### config.mk
export PLATFORM = sky130hd
export DESIGN_NAME = led_slice_scheduler_flat
export DESIGN_NICKNAME = d
export VERILOG_FILES = /design/src/rtl/led_slice_scheduler_if.sv /design/src/rtl/led_slice_scheduler.sv /design/src/flat_wrapper.sv
export SDC_FILE = /design/constraint.sdc
export NUM_CORES = 1
export LEC_CHECK = 0
export ABC_AREA = 1
export BUFFER_PORTS_ARGS = -buffer_cell sky130_fd_sc_hd__buf_2
export CAP_MARGIN = 20
export CORE_ASPECT_RATIO = 1.5
export CORE_MARGIN = 2
export CORE_UTILIZATION = 50
export CTS_BUF_LIST = sky130_fd_sc_hd__clkbuf_2 sky130_fd_sc_hd__clkbuf_4 sky130_fd_sc_hd__clkbuf_8
export DETAILED_ROUTE_END_ITERATION = 10
export PLACE_DENSITY = 0.81
export SLEW_MARGIN = 15
export SYNTH_ARGS = -nofsm -noshare
export SYNTH_HDL_FRONTEND = slang
export SYNTH_SLANG_ARGS = --single-unit
### constraint.sdc
create_clock -name TESTCLK -period 4.1 [get_ports TESTCLK]
set_clock_uncertainty 0.05 [all_clocks]
set_input_delay 0.41 -clock TESTCLK [delete_from_list [all_inputs] [get_ports TESTCLK]]
set_output_delay 0.41 -clock TESTCLK [all_outputs]
set_load 0.01 [all_outputs]
### src/rtl/led_slice_scheduler_if.sv
// rtl/led_slice_scheduler_if.sv - shift-engine and slice-fill handshake bundle for led_slice_scheduler
interface led_slice_scheduler_if #(
    parameter int SLICE_W = 7
);
    logic               ctrl_start;
    logic               gs_start;
    logic               buf_sel;
    logic               shift_done;
    logic               fill_req;
    logic [SLICE_W-1:0] fill_slice;
    logic               fill_done;

    modport master (
        output ctrl_start, gs_start, buf_sel, fill_req, fill_slice,
        input  shift_done, fill_done
    );

    modport slave (
        input  ctrl_start, gs_start, buf_sel, fill_req, fill_slice,
        output shift_done, fill_done
    );
endinterface

### src/rtl/led_slice_scheduler.sv
// rtl/led_slice_scheduler.sv - encoder-locked slice sequencer for the LED shift engine
// Optional statistics counters: LED_SLICE_SCHED_STATS_EN
module led_slice_scheduler #(
    parameter int NUM_SLICES      = 128,
    parameter int TICKS_PER_SLICE = 3,
    parameter int SLICE_W         = 7
) (
    input  logic                  TESTCLK,
    input  logic                  Reset,
    input  logic                  enc_home,
    input  logic                  enc_tick,
    led_slice_scheduler_if.master bus,
    output logic [SLICE_W-1:0]    slice_idx,
    output logic [15:0]           overrun_cnt,
    output logic [15:0]           underrun_cnt,
    output logic [3:0]            state_dbg
);

    localparam logic [3:0] S_RESET = 4'd0;
    localparam logic [3:0] S_INIT  = 4'd1;
    localparam logic [3:0] S_WAIT  = 4'd2;
    localparam logic [3:0] S_IDLE  = 4'd3;
    localparam logic [3:0] S_START = 4'd4;
    localparam logic [3:0] S_SHIFT = 4'd5;

    localparam int TW = (TICKS_PER_SLICE > 1) ? $clog2(TICKS_PER_SLICE) : 1;
    localparam logic [TW-1:0]      TICK_LAST  = TW'(TICKS_PER_SLICE - 1);
    localparam logic [SLICE_W-1:0] SLICE_LAST = SLICE_W'(NUM_SLICES - 1);

    function automatic logic [SLICE_W-1:0] next_slice(input logic [SLICE_W-1:0] s);
        return (s == SLICE_LAST) ? '0 : s + 1'b1;
    endfunction

    logic [2:0]         home_sync_q, tick_sync_q;
    logic               home_ev_q, tick_ev_q;
    logic [3:0]         state_q, state_d;
    logic [TW-1:0]      tick_cnt_q, tick_cnt_d;
    logic [SLICE_W-1:0] target_q, target_d;
    logic [SLICE_W-1:0] slice_idx_q, slice_idx_d;
    logic [SLICE_W-1:0] fill_slice_q, fill_slice_d;
    logic               buf_sel_q, buf_sel_d;
    logic               fill_pend_q, fill_pend_d;
    logic               fill_ready_q, fill_ready_d;
    logic               ctrl_start_q, ctrl_start_d;
    logic               gs_start_q, gs_start_d;
    logic               fill_req_q, fill_req_d;
    logic               slice_due;
    logic               fill_ready_now;
    logic               tracking;

    // Third sync stage doubles as the edge detector's history bit.
    always_ff @(posedge TESTCLK) begin
        if (Reset) begin
            home_sync_q <= '0;
            tick_sync_q <= '0;
            home_ev_q   <= 1'b0;
            tick_ev_q   <= 1'b0;
        end else begin
            home_sync_q <= {home_sync_q[1:0], enc_home};
            tick_sync_q <= {tick_sync_q[1:0], enc_tick};
            home_ev_q   <= home_sync_q[1] & ~home_sync_q[2];
            tick_ev_q   <= tick_sync_q[1] & ~tick_sync_q[2];
        end
    end

    assign tracking       = (state_q != S_RESET) && (state_q != S_INIT);
    assign fill_ready_now = fill_ready_q | (bus.fill_done & fill_pend_q);

    always_comb begin
        state_d      = state_q;
        tick_cnt_d   = tick_cnt_q;
        target_d     = target_q;
        slice_idx_d  = slice_idx_q;
        fill_slice_d = fill_slice_q;
        buf_sel_d    = buf_sel_q;
        fill_pend_d  = fill_pend_q;
        fill_ready_d = fill_ready_q;
        ctrl_start_d = 1'b0;
        gs_start_d   = 1'b0;
        fill_req_d   = 1'b0;
        slice_due    = 1'b0;

        if (tracking) begin
            if (home_ev_q) begin
                tick_cnt_d = '0;
                target_d   = '0;
                slice_due  = 1'b1;
            end else if (tick_ev_q && (state_q != S_WAIT)) begin
                if (tick_cnt_q == TICK_LAST) begin
                    tick_cnt_d = '0;
                    target_d   = next_slice(target_q);
                    slice_due  = 1'b1;
                end else begin
                    tick_cnt_d = tick_cnt_q + 1'b1;
                end
            end
        end

        if (bus.fill_done && fill_pend_q) begin
            fill_ready_d = 1'b1;
            fill_pend_d  = 1'b0;
        end

        case (state_q)
            S_RESET: begin
                state_d      = S_INIT;
                ctrl_start_d = 1'b1;
            end
            S_INIT: begin
                if (bus.shift_done) begin
                    state_d      = S_WAIT;
                    fill_req_d   = 1'b1;
                    fill_slice_d = '0;
                    fill_pend_d  = 1'b1;
                end
            end
            S_WAIT, S_IDLE: begin
                if (slice_due) begin
                    state_d = S_START;
                    // Without a filled buffer the old slice is simply shown again.
                    if (fill_ready_now) begin
                        buf_sel_d    = ~buf_sel_q;
                        slice_idx_d  = target_d;
                        fill_ready_d = 1'b0;
                        fill_req_d   = 1'b1;
                        fill_slice_d = next_slice(target_d);
                        fill_pend_d  = 1'b1;
                    end
                end
            end
            S_START: begin
                gs_start_d = 1'b1;
                state_d    = S_SHIFT;
            end
            S_SHIFT: begin
                if (bus.shift_done) state_d = S_IDLE;
            end
            default: state_d = S_RESET;
        endcase
    end

    always_ff @(posedge TESTCLK) begin
        if (Reset) begin
            state_q      <= S_RESET;
            tick_cnt_q   <= '0;
            target_q     <= '0;
            slice_idx_q  <= '0;
            fill_slice_q <= '0;
            buf_sel_q    <= 1'b0;
            fill_pend_q  <= 1'b0;
            fill_ready_q <= 1'b0;
            ctrl_start_q <= 1'b0;
            gs_start_q   <= 1'b0;
            fill_req_q   <= 1'b0;
        end else begin
            state_q      <= state_d;
            tick_cnt_q   <= tick_cnt_d;
            target_q     <= target_d;
            slice_idx_q  <= slice_idx_d;
            fill_slice_q <= fill_slice_d;
            buf_sel_q    <= buf_sel_d;
            fill_pend_q  <= fill_pend_d;
            fill_ready_q <= fill_ready_d;
            ctrl_start_q <= ctrl_start_d;
            gs_start_q   <= gs_start_d;
            fill_req_q   <= fill_req_d;
        end
    end

`ifdef LED_SLICE_SCHED_STATS_EN
    logic        overrun_inc, underrun_inc;
    logic [15:0] overrun_q, underrun_q;

    assign overrun_inc  = slice_due && ((state_q == S_START) || (state_q == S_SHIFT));
    assign underrun_inc = slice_due && ((state_q == S_IDLE) || (state_q == S_WAIT)) && !fill_ready_now;

    always_ff @(posedge TESTCLK) begin
        if (Reset) begin
            overrun_q  <= '0;
            underrun_q <= '0;
        end else begin
            if (overrun_inc && (overrun_q != 16'hFFFF))   overrun_q  <= overrun_q + 16'd1;
            if (underrun_inc && (underrun_q != 16'hFFFF)) underrun_q <= underrun_q + 16'd1;
        end
    end

    assign overrun_cnt  = overrun_q;
    assign underrun_cnt = underrun_q;
`else
    assign overrun_cnt  = '0;
    assign underrun_cnt = '0;
`endif

    assign bus.ctrl_start = ctrl_start_q;
    assign bus.gs_start   = gs_start_q;
    assign bus.buf_sel    = buf_sel_q;
    assign bus.fill_req   = fill_req_q;
    assign bus.fill_slice = fill_slice_q;
    assign slice_idx      = slice_idx_q;
    assign state_dbg      = state_q;

endmodule

### src/flat_wrapper.sv
// flat-port wrapper written by rule: the top's interface ports become plain ports
module led_slice_scheduler_flat 
#(
    parameter int NUM_SLICES      = 128,
    parameter int TICKS_PER_SLICE = 3,
    parameter int SLICE_W         = 7
)
  (TESTCLK, Reset, enc_home, enc_tick, slice_idx, overrun_cnt, underrun_cnt, state_dbg, bus_ctrl_start, bus_gs_start, bus_buf_sel, bus_fill_req, bus_fill_slice, bus_shift_done, bus_fill_done);
  led_slice_scheduler_if #(.SLICE_W(SLICE_W)) bus_i ();
  input  logic TESTCLK;
  input  logic Reset;
  input  logic enc_home;
  input  logic enc_tick;
  output logic [SLICE_W-1:0] slice_idx;
  output logic [15:0] overrun_cnt;
  output logic [15:0] underrun_cnt;
  output logic [3:0] state_dbg;
  output wire logic [$bits(bus_i.ctrl_start)-1:0] bus_ctrl_start;
  output wire logic [$bits(bus_i.gs_start)-1:0] bus_gs_start;
  output wire logic [$bits(bus_i.buf_sel)-1:0] bus_buf_sel;
  output wire logic [$bits(bus_i.fill_req)-1:0] bus_fill_req;
  output wire logic [$bits(bus_i.fill_slice)-1:0] bus_fill_slice;
  input wire logic [$bits(bus_i.shift_done)-1:0] bus_shift_done;
  input wire logic [$bits(bus_i.fill_done)-1:0] bus_fill_done;
  assign bus_ctrl_start = bus_i.ctrl_start;
  assign bus_gs_start = bus_i.gs_start;
  assign bus_buf_sel = bus_i.buf_sel;
  assign bus_fill_req = bus_i.fill_req;
  assign bus_fill_slice = bus_i.fill_slice;
  assign bus_i.shift_done = bus_shift_done;
  assign bus_i.fill_done = bus_fill_done;
  led_slice_scheduler #(.NUM_SLICES(NUM_SLICES), .TICKS_PER_SLICE(TICKS_PER_SLICE), .SLICE_W(SLICE_W)) u_core (.TESTCLK(TESTCLK), .Reset(Reset), .enc_home(enc_home), .enc_tick(enc_tick), .bus(bus_i), .slice_idx(slice_idx), .overrun_cnt(overrun_cnt), .underrun_cnt(underrun_cnt), .state_dbg(state_dbg));
endmodule
==> summary.txt, run 1 <==
Timing
  • Period utilization: 0.531
  • Slew HR: 0.650
  • Hold Violations, Final: 0
  • Final setup viols: 0
  • Max-slew violation count: 0
  • RSZ-0062 raised after global routing: no
  • F_max: between 400 and 500 MHz
  • Hold Slack: about 0.27 ns
  • Worst-margin pin slew: between 0.5 and 0.6 ns
  • Post-route setup TNS: 0 ns
  • Tmin final: around 2.2 ns

Logic synthesis
  • Main combinational cell family by area after synthesis: simple AND/OR/NAND/NOR gates
  • Synth area leader: dfxtp_1
  • Asr flop ratio synth: 0
  • Share of the synthesized area in the top cell type: 0.387
  • Fraction of synthesized cell area in xor and xnor cells: 0
  • Synth area leaders: dfxtp_1 (39%), buf_4 (13%), nand2_1 (6.5%)
  • Multiplexer area fraction after synthesis: 0
  • Syn Area/Cell: ~7.6 µm²
  • Distinct cell type count after synthesis: 33
  • Count of flip-flops with a built-in enable after synthesis: 0
  • Synth warn: 0
  • Seq cells post-synth: 40
  • Synth Area in Adders: 0.0121
  • Post-Syn Instances: between 200 and 300
  • Sequential share of the synthesized area: 0.387
  • Post-synthesis instance area: 2070 µm²
  • Compound-Gate Fraction of Synth Area: 0.114
  • Simple-gate area share of the yosys netlist: 0.287
  • Top_reg_cell synth: dfxtp_1

Critical path
  • CP Data Arrival Time: 2.29 ns
  • CP required: roughly 4.2 ns
  • CP Capture Type: flip-flop
  • Kind of start point of the critical path: flip-flop
  • Max FO, Critical Path: 7
  • Critical path class: flip-flop to flip-flop

Layout
  • Storage element area: 801 µm²
  • Most common cell after layout, fill and taps aside: dfxtp_1
  • Share of layout cells above drive strength 1: 0.240
  • Most frequent cells in the layout: dfxtp_1 (40), nand2_1 (36), nor2_1 (36)
  • Final cell count without fillers: about 350
  • Area Overhead vs Synth: 7.25%
  • Design area: 2220 µm²
  • Number of fill cells in the layout: around 380
  • Antenna diode count: 0
  • Final-stage net count: 307
  • Multi-input logic area: just under 1000 µm²

Floorplan
  • Die Wd: 56.5 µm
  • DIE AREA: around 4700 µm²
  • Initial Utilization: 0.523
  • Rows: 28
  • Core area: 3960 µm²
  • Die height: slightly above 80 µm
  • Number of I/O pins: 60

Global route
  • Number of global-route vias before repair: approximately 1,500
  • Initial antenna violation count: 0
  • Largest net degree at the start of global routing: 31
  • Met3 GRT Util: 0.0280
  • Global-route met1 utilization: 0.197
  • Global-route wire length before repair: 6.64 mm
  • Gr usage total: 0.176
  • Global-route met2 utilization: 0.304
  • Gr busiest metal: met2
  • Total gr overflow: 0

Clocking
  • Hold Buf Count CTS: 0
  • Clock Sinks: 40
  • Worst-skew pair later-pin latency: approximately 0.30 ns
  • Post-CTS setup buffer count: 0
  • Num CTS Buffers: 5
  • Clk pin slew, worst setup/hold paths: 0.08 ns
  • CTS tree: yes
  • CTS root buffer: clkbuf_8
  • Clk buf depth: 2
  • H-tree Lvls: 2
  • PostCTS Resize Cnt: 0

Place
  • Post-DP HPWL: a little under 3 mm
  • Placed instance area: 2100 µm²
  • Placed insts: ~340
  • IO Port Bufs: 26
  • Routability Congestion: 0.960

Detailed routing
  • Drt pass-1 iters: 6
  • Final wirelength: roughly 4 mm
  • DRT iter0 DRCs: 45
  • DR vias/cell: between 4 and 5
  • DRC Markers: 0
  • Via Count: between 1,500 and 2,000
  • Final ANT Viol Nets: 0
  • Wirelength per Cell: approximately 11 µm

Run
  • Total of max-cap violations: 0

Power
  • Leakage power: between 1 and 1.5 nW
  • P_sw: approximately 0.19 mW
  • PD cells: 362 nW/µm²
  • Sw frac: 0.239
  • Register share of total power: 0.503
  • Tot Pwr: approximately 0.80 mW
  • Int Power: just over 0.6 mW
  • Peak VDD IR: roughly 0.0003 V
  • Gate power share: 0.074
  • Clock share of power: 0.422

Status
  • Status: finished, final reports clean

Min path
  • Hold Crit Class: primary input to flip-flop
kinds of logic (layout without fill, tap and decap cells):
group	after synthesis	in the layout
flip-flops	40	40
AO/OA/AOI/OAI	39	39
other	1	33
adder cells (fa/ha/maj)	2	2
AND/OR/NAND/NOR	117	117
buffers and inverters	73	69
worst paths after layout:
check        depth (start not counted)  slack [ns]                  endpoint                   from
min                                  3        0.27     u_core.tick_sync_q[0]               enc_tick
max                                 14        1.92  u_core.bus.fill_slice[4]    u_core.state_dbg[2]
min reg2reg                          1        0.35          u_core.home_ev_q  u_core.home_sync_q[2]
max reg2reg                         14        1.92  u_core.bus.fill_slice[4]    u_core.state_dbg[2]
routing by layer:
layer	share of wire	up-vias
li1	-	845
met1	0.40	752
met2	0.52	65
met3	0.058	9
met4	0.027	0
met5	0	-
metrics by stage:
stage	setup WS, ns	util
after detailed placement	1.95	0.530
after floorplan	2.14	-
after global placement	2.01	0.530
after global routing	1.69	0.561
final	1.92	0.561
after CTS	1.91	0.561
flip-flops by register name, indices dropped and copies added, names as in the netlist, 2 cells and up:
signal and cells:
u_core.tick_sync_q 3, u_core.home_sync_q 3, u_core.bus.fill_slice 7, u_core.state_dbg 3, u_core.tick_cnt_q 2, u_core.slice_idx 7, u_core.target_q 7
worst max-delay path, cell delays in order, from the launching register on:
cell and delay, ns:
dfxtp_1 0.47, inv_1 0.13, nand3_2 0.14, nand2_2 0.11, nor2_4 0.13, nand2_2 0.06, nand2_2 0.09, ha_1 0.17
nand3_1 0.15, nor2_2 0.15, nand3_2 0.11, nand2_2 0.08, inv_2 0.05, nand2_1 0.07, a21oi_1 0.06
synthesized netlist by cell type (2+ instances only):
| library cell | number |
|---|---|
| inv_1 | 30 |
| nor2_2 | 5 |
| a21oi_1 | 19 |
| o21ai_0 | 9 |
| nor2_1 | 36 |
| nand3_2 | 4 |
| nand3_1 | 8 |
| nor4_1 | 2 |
| nand2_2 | 13 |
| clkbuf_1 | 2 |
| nor2_4 | 4 |
| o21bai_2 | 2 |
| dfxtp_1 | 40 |
| ha_1 | 2 |
| buf_4 | 36 |
| nor3_1 | 2 |
| inv_2 | 4 |
| nand2_1 | 36 |
| nand4_1 | 4 |
cell type report:
| type | count | area share |
|---|---|---|
| inverters | 35 | 0.0603 |
| well taps | 45 | 0.0254 |
| clock inverters | 2 | 0.0175 |
| multi-input cells | 191 | 0.441 |
| clock buffers | 6 | 0.0372 |
| flip-flops and latches | 40 | 0.361 |
| repair buffers | 26 | 0.0586 |
power groups by stage:
stage | Combinational, mW | Clock, mW | Sequential, mW
after floorplan | 0.0677 | 0 | 0.415
after global placement | 0.0584 | 0 | 0.413
after detailed placement | 0.0590 | 0 | 0.413
after CTS | 0.0598 | 0.344 | 0.404
after global routing | 0.0681 | 0.361 | 0.406
final | 0.0598 | 0.339 | 0.404
Power figures use the tool's default switching activity.
==> run 2, diff against run 1 <==
- CORE_UTILIZATION: 50 -> 48
- PLACE_DENSITY: 0.81 -> 0.82
- clock period: 4.1 -> 1.82 ns (I/O delays scaled with it)
==> summary.txt, run 2 (synthesized netlist as in run 1, its figures left out) <==
Status
  • Failing checks: setup timing
  • Status: finished with violations

Critical path
  • Slowest cell on crit path: dfxtp_1
  • Worst path max stage delay: 0.32 ns (-0.15 ns)
  • Critical path class: flip-flop to flip-flop
  • CP most frequent cell: nor2_1
  • CP Cell Sequence: ha_2 -> nand2_1 -> nor2_1 -> nand2_2 -> nand2_4 -> ha_4 -> nand3_4 -> nor2_4 -> nand3_2 -> nand2_2 -> nor2_1 -> nor2_1 -> nor2_1
  • CP required: 1.95 ns (-2.26 ns)
  • CP Data Arrival Time: 2.11 ns (-0.18 ns)
  • CP Capture Type: flip-flop
  • Max FO, Critical Path: 3 (-4)
  • Kind of start point of the critical path: flip-flop

Detailed routing
  • Via Count: 1,975 (+18%)
  • DR vias/cell: 5.12 (+5.6%)
  • DRT iter0 DRCs: 60 (+33%)
  • DRC Markers: 0 (unchanged)
  • Wirelength per Cell: 13.7 µm (+21%)
  • Final ANT Viol Nets: 0 (unchanged)
  • Drt pass-1 iters: 4 (-2)
  • Final wirelength: 5.29 mm (+36%)

Timing
  • Hold Slack: 0.0371 ns (-0.230 ns)
  • F_max: 505 MHz (+10%)
  • Max-slew violation count: 0 (unchanged)
  • Final setup viols: 7 (+7)
  • Period utilization: 1.09 (+0.557)
  • Tmin final: 1.98 ns (-0.197 ns)
  • Final worst setup slack: -0.161 ns (-2.08 ns)
  • Hold Violations, Final: 0 (unchanged)
  • RSZ-0062 raised after global routing: yes
  • Post-route setup TNS: -0.843 ns (-0.843 ns)

Clocking
  • Clk buf depth: 2 (unchanged)
  • Worst-skew pair later-pin latency: 0.30 ns (about the same)
  • H-tree Lvls: 2 (unchanged)
  • Clock Sinks: 40 (unchanged)
  • CTS root buffer: clkbuf_8
  • Clk pin slew, worst setup/hold paths: 0.08 ns (about the same)
  • CTS tree: yes
  • Hold Buf Count CTS: 0 (unchanged)
  • Num CTS Buffers: 5 (unchanged)

Place
  • Post-DP HPWL: 3.30 mm (+12%)
  • IO Port Bufs: 26 (unchanged)
  • Dpl ws: -0.117 ns (-2.07 ns)
  • Routability Congestion: 0.926 (-3.6%)

Layout
  • Final-stage net count: 347 (+13%)
  • Most common cell after layout, fill and taps aside: buf_4
  • Most frequent cells in the layout: buf_4 (37), nand2_1 (35), dfxtp_1 (35)
  • Antenna diode count: 0 (unchanged)
  • Share of layout cells above drive strength 1: 0.374 (+0.134)
  • Area Overhead vs Synth: 31.0%
  • Number of fill cells in the layout: 308 (-18%)
  • Utilization after layout: 0.650 (+0.0891)

Power
  • Leakage power: 1.25 nW (+22%)
  • Peak VDD IR: 0.00111 V (+270%)
  • Int Power: 1.64 mW (+170%)
  • Gate power share: 0.087 (+0.013)
  • P_sw: 0.454 mW (+140%)
  • PD cells: 772 nW/µm² (+110%)
  • Sw frac: 0.217 (-0.0222)
  • Register share of total power: 0.433 (-0.070)
  • Clock share of power: 0.480 (+0.058)

Floorplan
  • Number of I/O pins: 60 (unchanged)
  • Initial Utilization: 0.496 (-0.0268)
  • DIE AREA: 4870 µm² (+3.9%)
  • Die height: 84.4 µm (+2.0%)
  • Die Wd: 57.6 µm (+1.9%)
  • Core area: 4170 µm² (+5.4%)
  • Rows: 29 (+3.6%)

Run
  • Total of max-cap violations: 0 (unchanged)

Global route
  • Largest net degree at the start of global routing: 17 (-45%)
  • Gr usage total: 0.207 (+0.0307)
  • Global-route wire length before repair: 7.75 mm (+17%)
  • Initial antenna violation count: 0 (unchanged)
  • Number of global-route vias before repair: 1,815 (+18%)
  • Total gr overflow: 0 (unchanged)

Min path
  • Hold Crit Class: primary input to flip-flop
==> run 2: changes by cell type in the layout (fill, tap and decap cells not counted), sizes merged <==
cell,change
clkbuf,-1
bufinv,+2
buf,+40
clkinv,-1
==> run 2: layout make-up <==
type                    count  area [µm²]  area share
multi-input cells         191        1090       0.402
flip-flops and latches     40         812       0.299
repair buffers             66         459       0.169
inverters                  35         134      0.0494
clock inverters             3        90.1      0.0332
clock buffers               5        68.8      0.0254
well taps                  46        57.6      0.0212
==> run 2: stage by stage <==
step	area (µm²)	power, mW	instances
after floorplan	2220	1.09	304
after global placement	2400	1.09	371
after global routing	2710	2.15	386
final	2710	2.09	386
after CTS	2630	2.10	382
after detailed placement	2400	1.09	371
==> run 2: routing by layer <==
layer / wire (µm) / track usage / part of all wire / up-vias
met3: 308 / 0.0447 / 0.058 / 34
met2: 2780 / 0.360 / 0.52 / 92
met1: 1850 / 0.200 / 0.35 / 919
met5: 0 / 0 / 0 / -
li1: - / - / - / 930
met4: 357 / 0.171 / 0.067 / 0
==> run 2: repair_timing <==
action / 4_1_cts / 5_1_grt
setup buffers: 3 / 4
pin swaps: 11 / 10
endpoints found under the setup margin: 6 / 8
gates resized for setup: 8 / 13
==> run 2: worst max-delay path, delay by kind of cell, from the launching register on <==
family        cells  cell delay (ns)
simple gates     11             1.04
fa+ha+maj         2             0.47
flops             1             0.32
==> run 2: power groups by stage <==
stage | registers, mW | logic [mW] | clock network [mW]
after floorplan | 0.935 | 0.153 | 0
after global placement | 0.926 | 0.165 | 0
after detailed placement | 0.926 | 0.166 | 0
after CTS | 0.906 | 0.176 | 1.01
after global routing | 0.909 | 0.200 | 1.04
final | 0.907 | 0.182 | 1.01
==> run 2: final timing paths <==
check / from / cells past startpoint / slack, ns / to
setup / recovery: u_core.target_q[0] / 13 / -0.16 / u_core.bus.fill_slice[5]
hold / removal: enc_home / 3 / 0.04 / u_core.home_sync_q[0]
setup reg to reg: u_core.target_q[0] / 13 / -0.16 / u_core.bus.fill_slice[5]
hold reg to reg: u_core.tick_sync_q[2] / 1 / 0.35 / u_core.tick_ev_q
==> run 3, diff against run 2 <==
==> constraint.sdc (replaced) <==
create_clock -name TESTCLK -period 1.82 [get_ports TESTCLK]
set_clock_uncertainty 0.05 [all_clocks]
set_input_delay 0.091 -clock TESTCLK [delete_from_list [all_inputs] [get_ports TESTCLK]]
set_output_delay 0.091 -clock TESTCLK [all_outputs]
set_load 0.01 [all_outputs]
==> summary.txt, run 3 (synthesized netlist as in run 1, its figures left out) <==
Status
  • Status: finished with violations
  • Failing checks: setup timing

Detailed routing
  • DRT iter0 DRCs: 44 (-27%)
  • DR vias/cell: 4.97 (-2.8%)
  • Drt pass-1 iters: 4 (unchanged)
  • Wirelength per Cell: 13.2 µm (-3.8%)
  • DRC Markers: 0 (unchanged)
  • Final ANT Viol Nets: 0 (unchanged)
  • Final wirelength: 5.14 mm (-3.0%)
  • Via Count: 1,934 (-2.1%)

Timing
  • RSZ-0062 raised after global routing: yes
  • Final worst setup slack: -0.113 ns (+0.0485 ns)
  • Max-slew violation count: 0 (unchanged)
  • Final setup viols: 6 (-1)
  • F_max: 517 MHz (+2.5%)
  • Hold Slack: 0.0255 ns (-0.0115 ns)
  • Post-route setup TNS: -0.523 ns (+0.320 ns)
  • Period utilization: 1.06 (-0.0266)
  • Hold Violations, Final: 0 (unchanged)
  • Tmin final: 1.93 ns (-0.0484 ns)

Layout
  • Antenna diode count: 0 (unchanged)
  • Number of fill cells in the layout: 301 (-2.3%)
  • Most common cell after layout, fill and taps aside: buf_4
  • Storage element area: 813 µm² (+0.15%)
  • Final-stage net count: 350 (+0.86%)
  • Area Overhead vs Synth: 32.4%
  • Share of layout cells above drive strength 1: 0.376 (+0.00256)
  • Design area: 2740 µm² (+1.1%)
  • Utilization after layout: 0.657 (+0.00690)
  • Most frequent cells in the layout: buf_4 (38), nand2_1 (35), dfxtp_1 (34)
  • Multi-input logic area: 1090 µm² (unchanged)

Clocking
  • CTS root buffer: clkbuf_8
  • Clock Sinks: 40 (unchanged)
  • Clk buf depth: 2 (unchanged)
  • Clk pin slew, worst setup/hold paths: 0.08 ns (about the same)
  • H-tree Lvls: 2 (unchanged)
  • Num CTS Buffers: 5 (unchanged)
  • CTS tree: yes
  • Worst-skew pair later-pin latency: 0.29 ns (about the same)

Floorplan
  • Initial Utilization: 0.496 (unchanged)
  • Die Wd: 57.6 µm (unchanged)
  • DIE AREA: 4870 µm² (unchanged)
  • Rows: 29 (unchanged)
  • Core area: 4170 µm² (unchanged)
  • Number of I/O pins: 60 (unchanged)
  • Die height: 84.4 µm (unchanged)

Critical path
  • CP required: 1.96 ns (about the same)
  • CP Capture Type: flip-flop
  • Critical path class: flip-flop to flip-flop
  • Kind of start point of the critical path: flip-flop
  • CP Data Arrival Time: 2.07 ns (-0.04 ns)
  • Max FO, Critical Path: 3 (unchanged)

Power
  • Leakage power: 1.26 nW (+1.1%)
  • Peak VDD IR: 0.00111 V (about the same)
  • PD cells: 762 nW/µm² (-1.3%)

Global route
  • Global-route wire length before repair: 7.85 mm (+1.3%)
  • Total gr overflow: 0 (unchanged)
  • Number of global-route vias before repair: 1,830 (+0.83%)
  • Initial antenna violation count: 0 (unchanged)
  • Gr usage total: 0.209 (+0.00218)
  • Largest net degree at the start of global routing: 17 (unchanged)

Min path
  • Hold Crit Class: primary input to flip-flop

Place
  • Post-DP HPWL: 3.30 mm (unchanged)
  • Routability Congestion: 0.926 (unchanged)
  • Placed instance area: 2400 µm² (unchanged)
  • IO Port Bufs: 26 (unchanged)
  • Dpl ws: -0.117 ns (unchanged)

Run
  • Total of max-cap violations: 0 (unchanged)
## run 3: cell count changes in the layout (fill, tap and decap cells not counted)
cell and delta:
buf_4 +1, dlygate4sd3_1 +2, dfxtp_2 +1, dfxtp_1 -1
## run 3: routing by layer
metal / GRT usage / share of wire / vias to the layer above
met2: 0.362 / 0.53 / 83
met1: 0.204 / 0.35 / 896
met5: 0 / 0 / -
met4: 0.173 / 0.061 / 0
li1: - / - / 931
met3: 0.0447 / 0.056 / 24
## run 3: stage by stage
stage / std cells / total power, mW
6_report: 389 / 2.09
5_1_grt: 389 / 2.16
4_1_cts: 384 / 2.10
3_5_place_dp: 371 / 1.09
3_3_place_gp: 371 / 1.09
2_1_floorplan: 304 / 1.09
## run 3: final cells by class
cell class,instances,area share
repair buffers,69,0.178
inverters,35,0.0488
multi-input cells,191,0.398
flip-flops and latches,40,0.297
clock buffers,5,0.0251
clock inverters,3,0.0329
well taps,46,0.0210
## run 3: worst max-delay path, stage by stage, from the launching register on
cell and delay [ns]:
dfxtp_2 0.33, ha_2 0.19, buf_4 0.13, buf_4 0.12, nand2_1 0.08, nand2_1 0.08
nand2_2 0.16, nand3_4 0.13, buf_4 0.16, buf_4 0.12, buf_4 0.12, nand4_1 0.08
a21oi_1 0.07
## run 3: power by group
group	switching, mW	leakage (nW)	internal, mW
sequential	0.0111	0.328	0.895
clock	0.311	0.0784	0.686
combinational	0.123	0.855	0.0621
total	0.446	1.26	1.64
## run 3: path summary, 6_finish.rpt
| kind | start | end | slack [ns] | cells past startpoint |
|---|---|---|---|---|
| max | u_core.target_q[0] | u_core.bus.fill_slice[2] | -0.11 | 12 |
| min | bus_fill_done | u_core.fill_pend_q | 0.03 | 4 |
| max reg2reg | u_core.target_q[0] | u_core.bus.fill_slice[2] | -0.11 | 12 |
| min reg2reg | u_core.tick_sync_q[0] | u_core.tick_sync_q[1] | 0.36 | 2 |
## run 3: repair_timing
action                                  4_1_cts  5_1_grt
hold buffers                                  2        0
endpoints found under the setup margin        6        8
endpoints found under the hold margin         2        0
pin swaps                                    11       10
gates resized for setup                       8       14
setup buffers                                 3        5
